==> src/rtl/tube_scan_ctrl.sv <==
// Multiplexed 8-digit seven-segment scan controller: four time slots, each driving
// one right-bank and one left-bank digit, with a double-buffered frame update path.
module tube_scan_ctrl #(
    parameter int DIV_CYCLES   = 10000,
    parameter int BLANK_CYCLES = 200
) (
    input  logic        clk,
    input  logic        rst,
    input  logic        disp_on,
    input  logic        upd_valid,
    output logic        upd_ready,
    input  logic [31:0] upd_data,
    input  logic [7:0]  upd_blank,
    input  logic [7:0]  upd_dp,
    output logic [7:0]  tube_r,
    output logic [7:0]  tube_l,
    output logic [7:0]  tube_en,
    output logic        frame_tick
);

    localparam int MAX_CYCLES = (DIV_CYCLES > BLANK_CYCLES) ? DIV_CYCLES : BLANK_CYCLES;
    localparam int CNT_W      = (MAX_CYCLES > 1) ? $clog2(MAX_CYCLES) : 1;

    localparam logic [CNT_W-1:0] CNT_ZERO   = CNT_W'(0);
    localparam logic [CNT_W-1:0] CNT_ONE    = CNT_W'(1);
    localparam logic [CNT_W-1:0] DIV_LAST   = CNT_W'(DIV_CYCLES - 1);
    localparam logic [CNT_W-1:0] BLANK_LAST = CNT_W'(BLANK_CYCLES - 1);

    localparam logic [0:0] ST_BLANK = 1'b0;
    localparam logic [0:0] ST_SHOW  = 1'b1;

    // Segment pattern a..g,dp for one hex nibble; a blanked digit suppresses dp too.
    function automatic logic [7:0] seg_decode_f(input logic [3:0] nib,
                                                input logic       dp,
                                                input logic       blank);
        logic [7:0] seg;
        case (nib)
            4'h0:    seg = 8'hFC;
            4'h1:    seg = 8'h60;
            4'h2:    seg = 8'hDA;
            4'h3:    seg = 8'hF2;
            4'h4:    seg = 8'h66;
            4'h5:    seg = 8'hB6;
            4'h6:    seg = 8'hBE;
            4'h7:    seg = 8'hE0;
            4'h8:    seg = 8'hFE;
            4'h9:    seg = 8'hF6;
            4'hA:    seg = 8'hEE;
            4'hB:    seg = 8'h3E;
            4'hC:    seg = 8'h9C;
            4'hD:    seg = 8'h7A;
            4'hE:    seg = 8'h9E;
            4'hF:    seg = 8'h8E;
            default: seg = 8'h00;
        endcase
        if (blank) begin
            return 8'h00;
        end else begin
            return seg | {7'b000_0000, dp};
        end
    endfunction

    logic [0:0]       state_r, state_s;
    logic [1:0]       slot_r, slot_s;
    logic [CNT_W-1:0] cnt_r, cnt_s;

    logic             shadow_full_r, shadow_full_s;
    logic [31:0]      shadow_data_r;
    logic [7:0]       shadow_blank_r;
    logic [7:0]       shadow_dp_r;
    logic [31:0]      active_data_r;
    logic [7:0]       active_blank_r;
    logic [7:0]       active_dp_r;

    logic [7:0]       tube_r_r, tube_l_r, tube_en_r;
    logic             frame_tick_r, upd_ready_r;

    logic             xfer_s, commit_pt_s, commit_s;
    logic [2:0]       dig_r_idx_s, dig_l_idx_s;
    logic [3:0]       nib_r_s, nib_l_s;
    logic [7:0]       seg_r_s, seg_l_s;
    logic [7:0]       tube_r_s, tube_l_s, tube_en_s;

    // Slot sequencer: dwell counter restarts at every BLANK/SHOW transition.
    always_comb begin
        state_s = state_r;
        slot_s  = slot_r;
        cnt_s   = cnt_r;
        case (state_r)
            ST_BLANK: begin
                if (cnt_r == BLANK_LAST) begin
                    state_s = ST_SHOW;
                    cnt_s   = CNT_ZERO;
                end else begin
                    cnt_s   = cnt_r + CNT_ONE;
                end
            end
            ST_SHOW: begin
                if (cnt_r == DIV_LAST) begin
                    state_s = ST_BLANK;
                    slot_s  = slot_r + 2'd1;
                    cnt_s   = CNT_ZERO;
                end else begin
                    cnt_s   = cnt_r + CNT_ONE;
                end
            end
            default: begin
                state_s = ST_BLANK;
                slot_s  = 2'd0;
                cnt_s   = CNT_ZERO;
            end
        endcase
    end

    // Handshake and frame-end commit; a transfer only happens with the shadow empty,
    // so it can never coincide with a commit of that same shadow.
    always_comb begin
        xfer_s      = upd_valid & upd_ready_r;
        commit_pt_s = (state_r == ST_SHOW) && (slot_r == 2'd3) && (cnt_r == DIV_LAST);
        commit_s    = commit_pt_s & shadow_full_r;
        if (xfer_s) begin
            shadow_full_s = 1'b1;
        end else if (commit_s) begin
            shadow_full_s = 1'b0;
        end else begin
            shadow_full_s = shadow_full_r;
        end
    end

    // Output image for the upcoming cycle, derived from next-state so registered
    // outputs line up with the sequencer state they belong to.
    always_comb begin
        dig_r_idx_s = {1'b0, slot_s};
        dig_l_idx_s = {1'b1, slot_s};
        nib_r_s     = active_data_r[{dig_r_idx_s, 2'b00} +: 4];
        nib_l_s     = active_data_r[{dig_l_idx_s, 2'b00} +: 4];
        seg_r_s     = seg_decode_f(nib_r_s, active_dp_r[dig_r_idx_s], active_blank_r[dig_r_idx_s]);
        seg_l_s     = seg_decode_f(nib_l_s, active_dp_r[dig_l_idx_s], active_blank_r[dig_l_idx_s]);
        tube_en_s   = 8'h00;
        if (state_s == ST_SHOW) begin
            tube_r_s = seg_r_s;
            tube_l_s = seg_l_s;
            // Blanked digits keep their enable low so an all-blank display stays dark.
            if (disp_on) begin
                tube_en_s[dig_r_idx_s] = ~active_blank_r[dig_r_idx_s];
                tube_en_s[dig_l_idx_s] = ~active_blank_r[dig_l_idx_s];
            end else begin
                tube_en_s = 8'h00;
            end
        end else begin
            tube_r_s = 8'h00;
            tube_l_s = 8'h00;
        end
    end

    // Sequencer state registers.
    always_ff @(posedge clk) begin
        if (rst) begin
            state_r <= ST_BLANK;
            slot_r  <= 2'd0;
            cnt_r   <= CNT_ZERO;
        end else begin
            state_r <= state_s;
            slot_r  <= slot_s;
            cnt_r   <= cnt_s;
        end
    end

    // Shadow and active display buffers.
    always_ff @(posedge clk) begin
        if (rst) begin
            shadow_full_r  <= 1'b0;
            shadow_data_r  <= 32'h0000_0000;
            shadow_blank_r <= 8'h00;
            shadow_dp_r    <= 8'h00;
            active_data_r  <= 32'h0000_0000;
            active_blank_r <= 8'hFF;
            active_dp_r    <= 8'h00;
        end else begin
            shadow_full_r <= shadow_full_s;
            if (xfer_s) begin
                shadow_data_r  <= upd_data;
                shadow_blank_r <= upd_blank;
                shadow_dp_r    <= upd_dp;
            end
            if (commit_s) begin
                active_data_r  <= shadow_data_r;
                active_blank_r <= shadow_blank_r;
                active_dp_r    <= shadow_dp_r;
            end
        end
    end

    // Registered outputs.
    always_ff @(posedge clk) begin
        if (rst) begin
            tube_r_r     <= 8'h00;
            tube_l_r     <= 8'h00;
            tube_en_r    <= 8'h00;
            frame_tick_r <= 1'b0;
            upd_ready_r  <= 1'b1;
        end else begin
            tube_r_r     <= tube_r_s;
            tube_l_r     <= tube_l_s;
            tube_en_r    <= tube_en_s;
            frame_tick_r <= commit_pt_s;
            upd_ready_r  <= ~shadow_full_s;
        end
    end

    assign tube_r     = tube_r_r;
    assign tube_l     = tube_l_r;
    assign tube_en    = tube_en_r;
    assign frame_tick = frame_tick_r;
    assign upd_ready  = upd_ready_r;

endmodule

==> config.mk <==
export PLATFORM = sky130hd
export DESIGN_NAME = tube_scan_ctrl
export DESIGN_NICKNAME = d
export VERILOG_FILES = /design/src/rtl/tube_scan_ctrl.sv
export SDC_FILE = /design/constraint.sdc
export NUM_CORES = 1
export LEC_CHECK = 0
export ABC_AREA = 0
export BUFFER_PORTS_ARGS = -buffer_cell sky130_fd_sc_hd__buf_2
export CAP_MARGIN = 10
export CORE_AREA = 2 2 165 167
export DETAILED_ROUTE_END_ITERATION = 10
export DIE_AREA = 0 0 167 169
export PLACE_DENSITY_LB_ADDON = 0.2
export SLEW_MARGIN = 20
export SYNTH_ARGS = -nofsm -noshare
export SYNTH_HDL_FRONTEND = slang
export SYNTH_SLANG_ARGS = --single-unit
==> constraint.sdc <==
create_clock -name clk -period 3.7 [get_ports clk]
set_input_delay 0.37 -clock clk [delete_from_list [all_inputs] [get_ports clk]]
set_output_delay 0.37 -clock clk [all_outputs]
set_load 0.03 [all_outputs]
# Word level (Yosys, flattened, before mapping)
# Memory sizes are Yosys's and may differ from the RTL's.
# Index checks and enable logic that the tools add are counted.
# word_totals
regBits,140
rom_bits,224
input_bits,52
out_inout_bits,26
mem_count,2
# classes
addsub,2
magnitude_cmp,4
n_eq_ne,3
shifts,2
n_mux,23
n_bitwise,11
reduce_logical,7
# mem_list
memory,depth,width,rd,rd_ports_with_merged_regs,wr,line,text
(no name shown),16,7,1,0,0,37,case (nib)
(no name shown),16,7,1,0,0,37,
# op_table
operator,n
32-bit by 5-bit indexed part select with 4-bit output,1
32-bit by 6-bit indexed part select with 4-bit output,1
14-bit two-way mux,2
14-bit case mux with 2 select lines,1
8-bit by 1-bit bitwise OR with 8-bit output,2
14-bit by 1-bit adder with 14-bit output (second input constant),1
14-bit equality test (second input constant),1
14-bit by 8-bit equality test with 1-bit output (second input constant),1
1-bit two-way mux,10
3-bit OR reduction,3
8-bit by 4-bit AND with 8-bit output,1
1-bit binary-select mux with 2-bit select,4
8-bit bitwise mux,1
1-bit NOT,6
1-bit demux with 2-bit select,2
1-bit logical AND,4
2-bit by 4-bit < comparator with 1-bit output (second input constant),1
3-bit by 4-bit < comparator with 1-bit output (second input constant),1
2-bit two-way mux,2
3-bit by 1-bit greater-or-equal comparator with 1-bit output (second input constant),1
2-bit by 1-bit adder with 2-bit output (second input constant),1
1-bit AND,2
2-bit equality test (second input constant),1
2-bit by 1-bit greater-or-equal comparator with 1-bit output (second input constant),1
1-bit case mux with 2 select lines,1

# Longest topological paths before layout
# logic_depth
depth_word,9
mapped_depth,14

# Worst setup path before layout
# No wires, ideal clock.
# synth_path
path_kind,register to register
from,register cnt_r[4]
to,"register tube_l_r[3], in the netlist tube_l[3]"
arrival_time_ns,2.852
t_required_ns,3.613
path_slack_ns,0.761
stages_incl_launch_ff,11
n_path_buf,1
cell_sequence,dfxtp_1 > or4_4 > nor4_4 > buf_6 > mux2i_1 > a2111o_1 > o221a_2 > inv_2 > ha_1 > mux2_4 > a221oi_2
# synth_between
elab_chain_len,6
elab_cells_between_ends,14
classes_between,eq/ne (2); shift (1); mux (7); bitwise (2); reduce/logical (1); memory (1)
# synth_lines
item,line,text
from (decl),65,"logic [CNT_W-1:0] cnt_r, cnt_s;"
from (signal assigned),165,cnt_r <= cnt_s;
14-bit equality test,99,if (cnt_r == DIV_LAST) begin
2-bit two-way mux,99,
2-bit two-way mux,89,case (state_r)
32-bit by 6-bit indexed part select with 4-bit output / 1-bit binary-select mux with 2-bit select (equally long branches),"136, 138",
memory 16 x 7 bit / 1-bit two-way mux (equally long branches),n/a,
8-bit by 1-bit bitwise OR with 8-bit output / 3-bit OR reduction (equally long branches),n/a,
to (signal assigned),204,tube_l_r <= tube_l_s;
to (decl),75,"logic [7:0] tube_r_r, tube_l_r, tube_en_r;"
# Parallel ways exist; a longest one is shown, timed or not. The select of a mux whose other input is x is not followed.
# A chain may end at the register's enable or synchronous reset.

# Final worst setup path
# Ends and elaborated chain as after synthesis.

==> flow_summary.json <==
{
  "regToRegStartpoint": "cnt_r[4]",
  "largest_net_degree_at_the_start_of_global_routing": 61,
  "maximum_capacitance_violations": 0,
  "synth-edff-count": 0,
  "post_synth_num_cell_types": 53,
  "synth_area_um2": 6000,
  "timing.rr.end": "tube_l[3]",
  "floorplan.die.width_um": 167,
  "die_h_um": 169,
  "finalSetupViolCount": 0,
  "cts.htree.levels": 4,
  "initial_antenna_violation_count": 0,
  "cts.repair.resized": 0,
  "hold_sp": "upd_data[15]",
  "final.period_utilization_pct": 82.4,
  "route.antenna.remaining_nets": 0,
  "place.gp.congestion": 0.734,
  "floorplan.initialDensity_pct": 22.6,
  "placedInstanceArea_um2": 6720,
  "drtIter0Drc": 257,
  "end_kind": "flop",
  "drc": 0,
  "grtUsageTotal_pct": 11.4,
  "detail_route.first_pass.iterations": 4,
  "syn-num-nets": 814,
  "post_synth_inst_count": 750,
  "rsz0062_at_grt": "false",
  "tightest_slew_ns": 1.05,
  "grt.overflow.total": 0,
  "cp_data_arrival_time_ns": 3.39,
  "hold-path-cell-count": 3,
  "stdcell_area_um2": 7310,
  "port_buffers": 77,
  "layout_common_cells": "sky130_fd_sc_hd__nand2_1, sky130_fd_sc_hd__dfxtp_1, sky130_fd_sc_hd__a21oi_1, sky130_fd_sc_hd__nor2_1, sky130_fd_sc_hd__buf_2",
  "worst_clock_skew_on_the_final_layout_ns": 0.00580,
  "synth_ff_type": "sky130_fd_sc_hd__dfxtp_1",
  "clock_tree_from_tritoncts": "done",
  "switching_power_uw": 783,
  "placed_cells": 1139,
  "floorplan.rows": 60,
  "hold_path_class": "in -> reg",
  "clk_latency_ns": 0.42,
  "leakage_dissipation_nw": 2.93,
  "drive_above_1_share_pct": 17.1,
  "intPower_mw": 2.62,
  "hold_ws_ns": 0.181,
  "switching_share_pct": 23.0,
  "worst_setup_path_start_kind": "flop",
  "hpwl_um": 11100,
  "fin_tns_setup_ns": 0,
  "syn_to_final_growth_pct": 21.9,
  "r2r_cells": 9,
  "finalCriticalPeriod_ns": 3.05,
  "grt_first_pass_wirelength_um": 25300,
  "clock_sinks": 140,
  "ys_ff_latch": 140,
  "synth_area_per_cell_um2": 8.00,
  "ir_worst_vdd_mv": 0.259,
  "max_freq_mhz": 328,
  "floorplan.die_area_um2": 28200,
  "seq_area_frac_synth_pct": 46.7,
  "detailroute.via_count": 5038,
  "power_frac_comb_pct": 3.9,
  "synth.yosys.warnings": 0,
  "reg2reg_slack_ns": 0.65,
  "drv_slew": 0,
  "final.fill_count": 2929,
  "final-instance-count-excl-fill": 1171,
  "num_io_pins": 78,
  "critical_path_required_ns": 4.04,
  "final_core_utilization_pct": 27.6,
  "postCtsHoldBufs": 0,
  "postCtsSetupBuffers": 0,
  "synthArstFlopShare_pct": 0,
  "path_class": "reg -> reg",
  "seq_power_share_pct": 45.9,
  "vias_per_cell": 4.30,
  "coreArea_um2": 26500,
  "finalHoldViolCount": 0,
  "most_common_cell_after_layout_fill_and_taps_aside": "sky130_fd_sc_hd__nand2_1",
  "drt-wirelength-per-cell_um": 13.6,
  "wl_final_um": 15900,
  "cellPowerDensity_nw_per_um2": 466,
  "nNetsFinal": 881,
  "path_clk_slew_ns": 0.06,
  "max_transition_margin_pct": 29.7,
  "clock_path_buffers": 2,
  "cts_buffers": 17,
  "vias_in_the_first_global_route": 4740,
  "run_status": "finished, final reports clean",
  "p_clk_share_pct": 50.2,
  "cp_max_fo": 38,
  "worst_hold_endpoint": "shadow_data_r[15]",
  "count_of_antenna_diodes_in_the_layout": 0,
  "clock_tree.root_cell": "sky130_fd_sc_hd__clkbuf_16"
}
## power groups by stage
| stage | sequential, mW | clock [mW] | combinational [mW] |
|---|---|---|---|
| 2_1_floorplan | 1.59 | 0 | 0.0792 |
| 3_3_place_gp | 1.60 | 0 | 0.136 |
| 3_5_place_dp | 1.60 | 0 | 0.136 |
| 4_1_cts | 1.56 | 1.76 | 0.137 |
| 5_1_grt | 1.57 | 1.84 | 0.152 |
| 6_report | 1.56 | 1.71 | 0.131 |
## synthesized netlist by cell type (all sizes together) (3+ instances only)
cell / number / area share, %
a21oi: 95 / 7.9
a221oi: 3 / 0.65
and3: 8 / 0.83
and4: 3 / 0.44
buf: 12 / 1.6
clkbuf: 32 / 2.0
dfxtp: 140 / 47
ha: 12 / 2.5
inv: 11 / 0.69
mux2: 3 / 0.63
mux2i: 28 / 4.7
nand2: 221 / 14
nand2b: 4 / 0.42
nand3: 10 / 0.83
nand3b: 9 / 1.1
nand4: 8 / 0.83
nor2: 88 / 5.5
nor2b: 3 / 0.31
nor3: 7 / 0.58
nor3b: 3 / 0.46
nor4: 3 / 0.56
o211ai: 3 / 0.38
o21ai: 5 / 0.42
or2: 4 / 0.42
xnor2: 6 / 0.88
xor2: 8 / 1.3
## area by class of cell
| type | instances | area [µm²] | area share (%) |
|---|---|---|---|
| Clock buffer | 19 | 453 | 6.19 |
| Inverter | 11 | 41.3 | 0.565 |
| Sequential cell | 140 | 2800 | 38.3 |
| Timing Repair Buffer | 92 | 510 | 6.98 |
| Multi-Input combinational cell | 555 | 2940 | 40.2 |
| Tap cell | 341 | 427 | 5.83 |
| Clock inverter | 13 | 141 | 1.93 |
## through the flow
| step | power (mW) | setup slack [ns] |
|---|---|---|
| finish | 3.41 | 0.650 |
| global route | 3.56 | 0.482 |
| CTS | 3.46 | 0.644 |
| detailed placement | 1.73 | 0.659 |
| global placement | 1.73 | 0.659 |
| floorplan | 1.67 | 0.761 |
## kinds of logic after synthesis
| group | synth area share, % |
|---|---|
| simple gates | 26.9 |
| flops | 46.7 |
| compound gates | 11.3 |
| buf+inv | 4.32 |
| mux | 6.05 |
| xor+xnor | 2.17 |
| fa+ha+maj | 2.50 |
## layer usage
| layer | share of wire, % | up-vias | GRT usage, % |
|---|---|---|---|
| li1 | - | 2622 | - |
| met2 | 45 | 80 | 17.8 |
| met4 | 1.1 | 0 | 3.34 |
| met1 | 50 | 2323 | 15.4 |
| met5 | 0 | - | 0 |
| met3 | 3.5 | 13 | 3.06 |
## how the worst max path moves through the flow
| stage | start | slack, ns | endpoint |
|---|---|---|---|
| finish | cnt_r[4] | 0.65 | tube_l[3] |
| global route | cnt_r[5] | 0.48 | tube_l[7] |
| CTS | cnt_r[6] | 0.64 | tube_l[3] |
| detailed placement | cnt_r[4] | 0.66 | tube_l[3] |
| global placement | cnt_r[4] | 0.66 | tube_l[3] |
| floorplan | cnt_r[4] | 0.76 | tube_l[3] |
## flip-flops by register name, indices dropped and copies added (netlist names), 8 cells and up
register        count
active_blank_r      8
active_data_r      32
active_dp_r         8
cnt_r              14
shadow_blank_r      8
shadow_data_r      32
shadow_dp_r         8
tube_en             8
tube_l              8
tube_r              8
## critical path: stages (launching register included)
cell and delay [ns]:
sky130_fd_sc_hd__dfxtp_1 0.34, sky130_fd_sc_hd__or4_4 0.56, sky130_fd_sc_hd__nor4_4 0.22, sky130_fd_sc_hd__buf_12 0.28, sky130_fd_sc_hd__xor2_2 0.18, sky130_fd_sc_hd__mux2_1 0.34, sky130_fd_sc_hd__o221a_2 0.29, sky130_fd_sc_hd__ha_1 0.27
sky130_fd_sc_hd__mux2_4 0.29, sky130_fd_sc_hd__a221oi_2 0.20
Power figures use the tool's default switching activity.
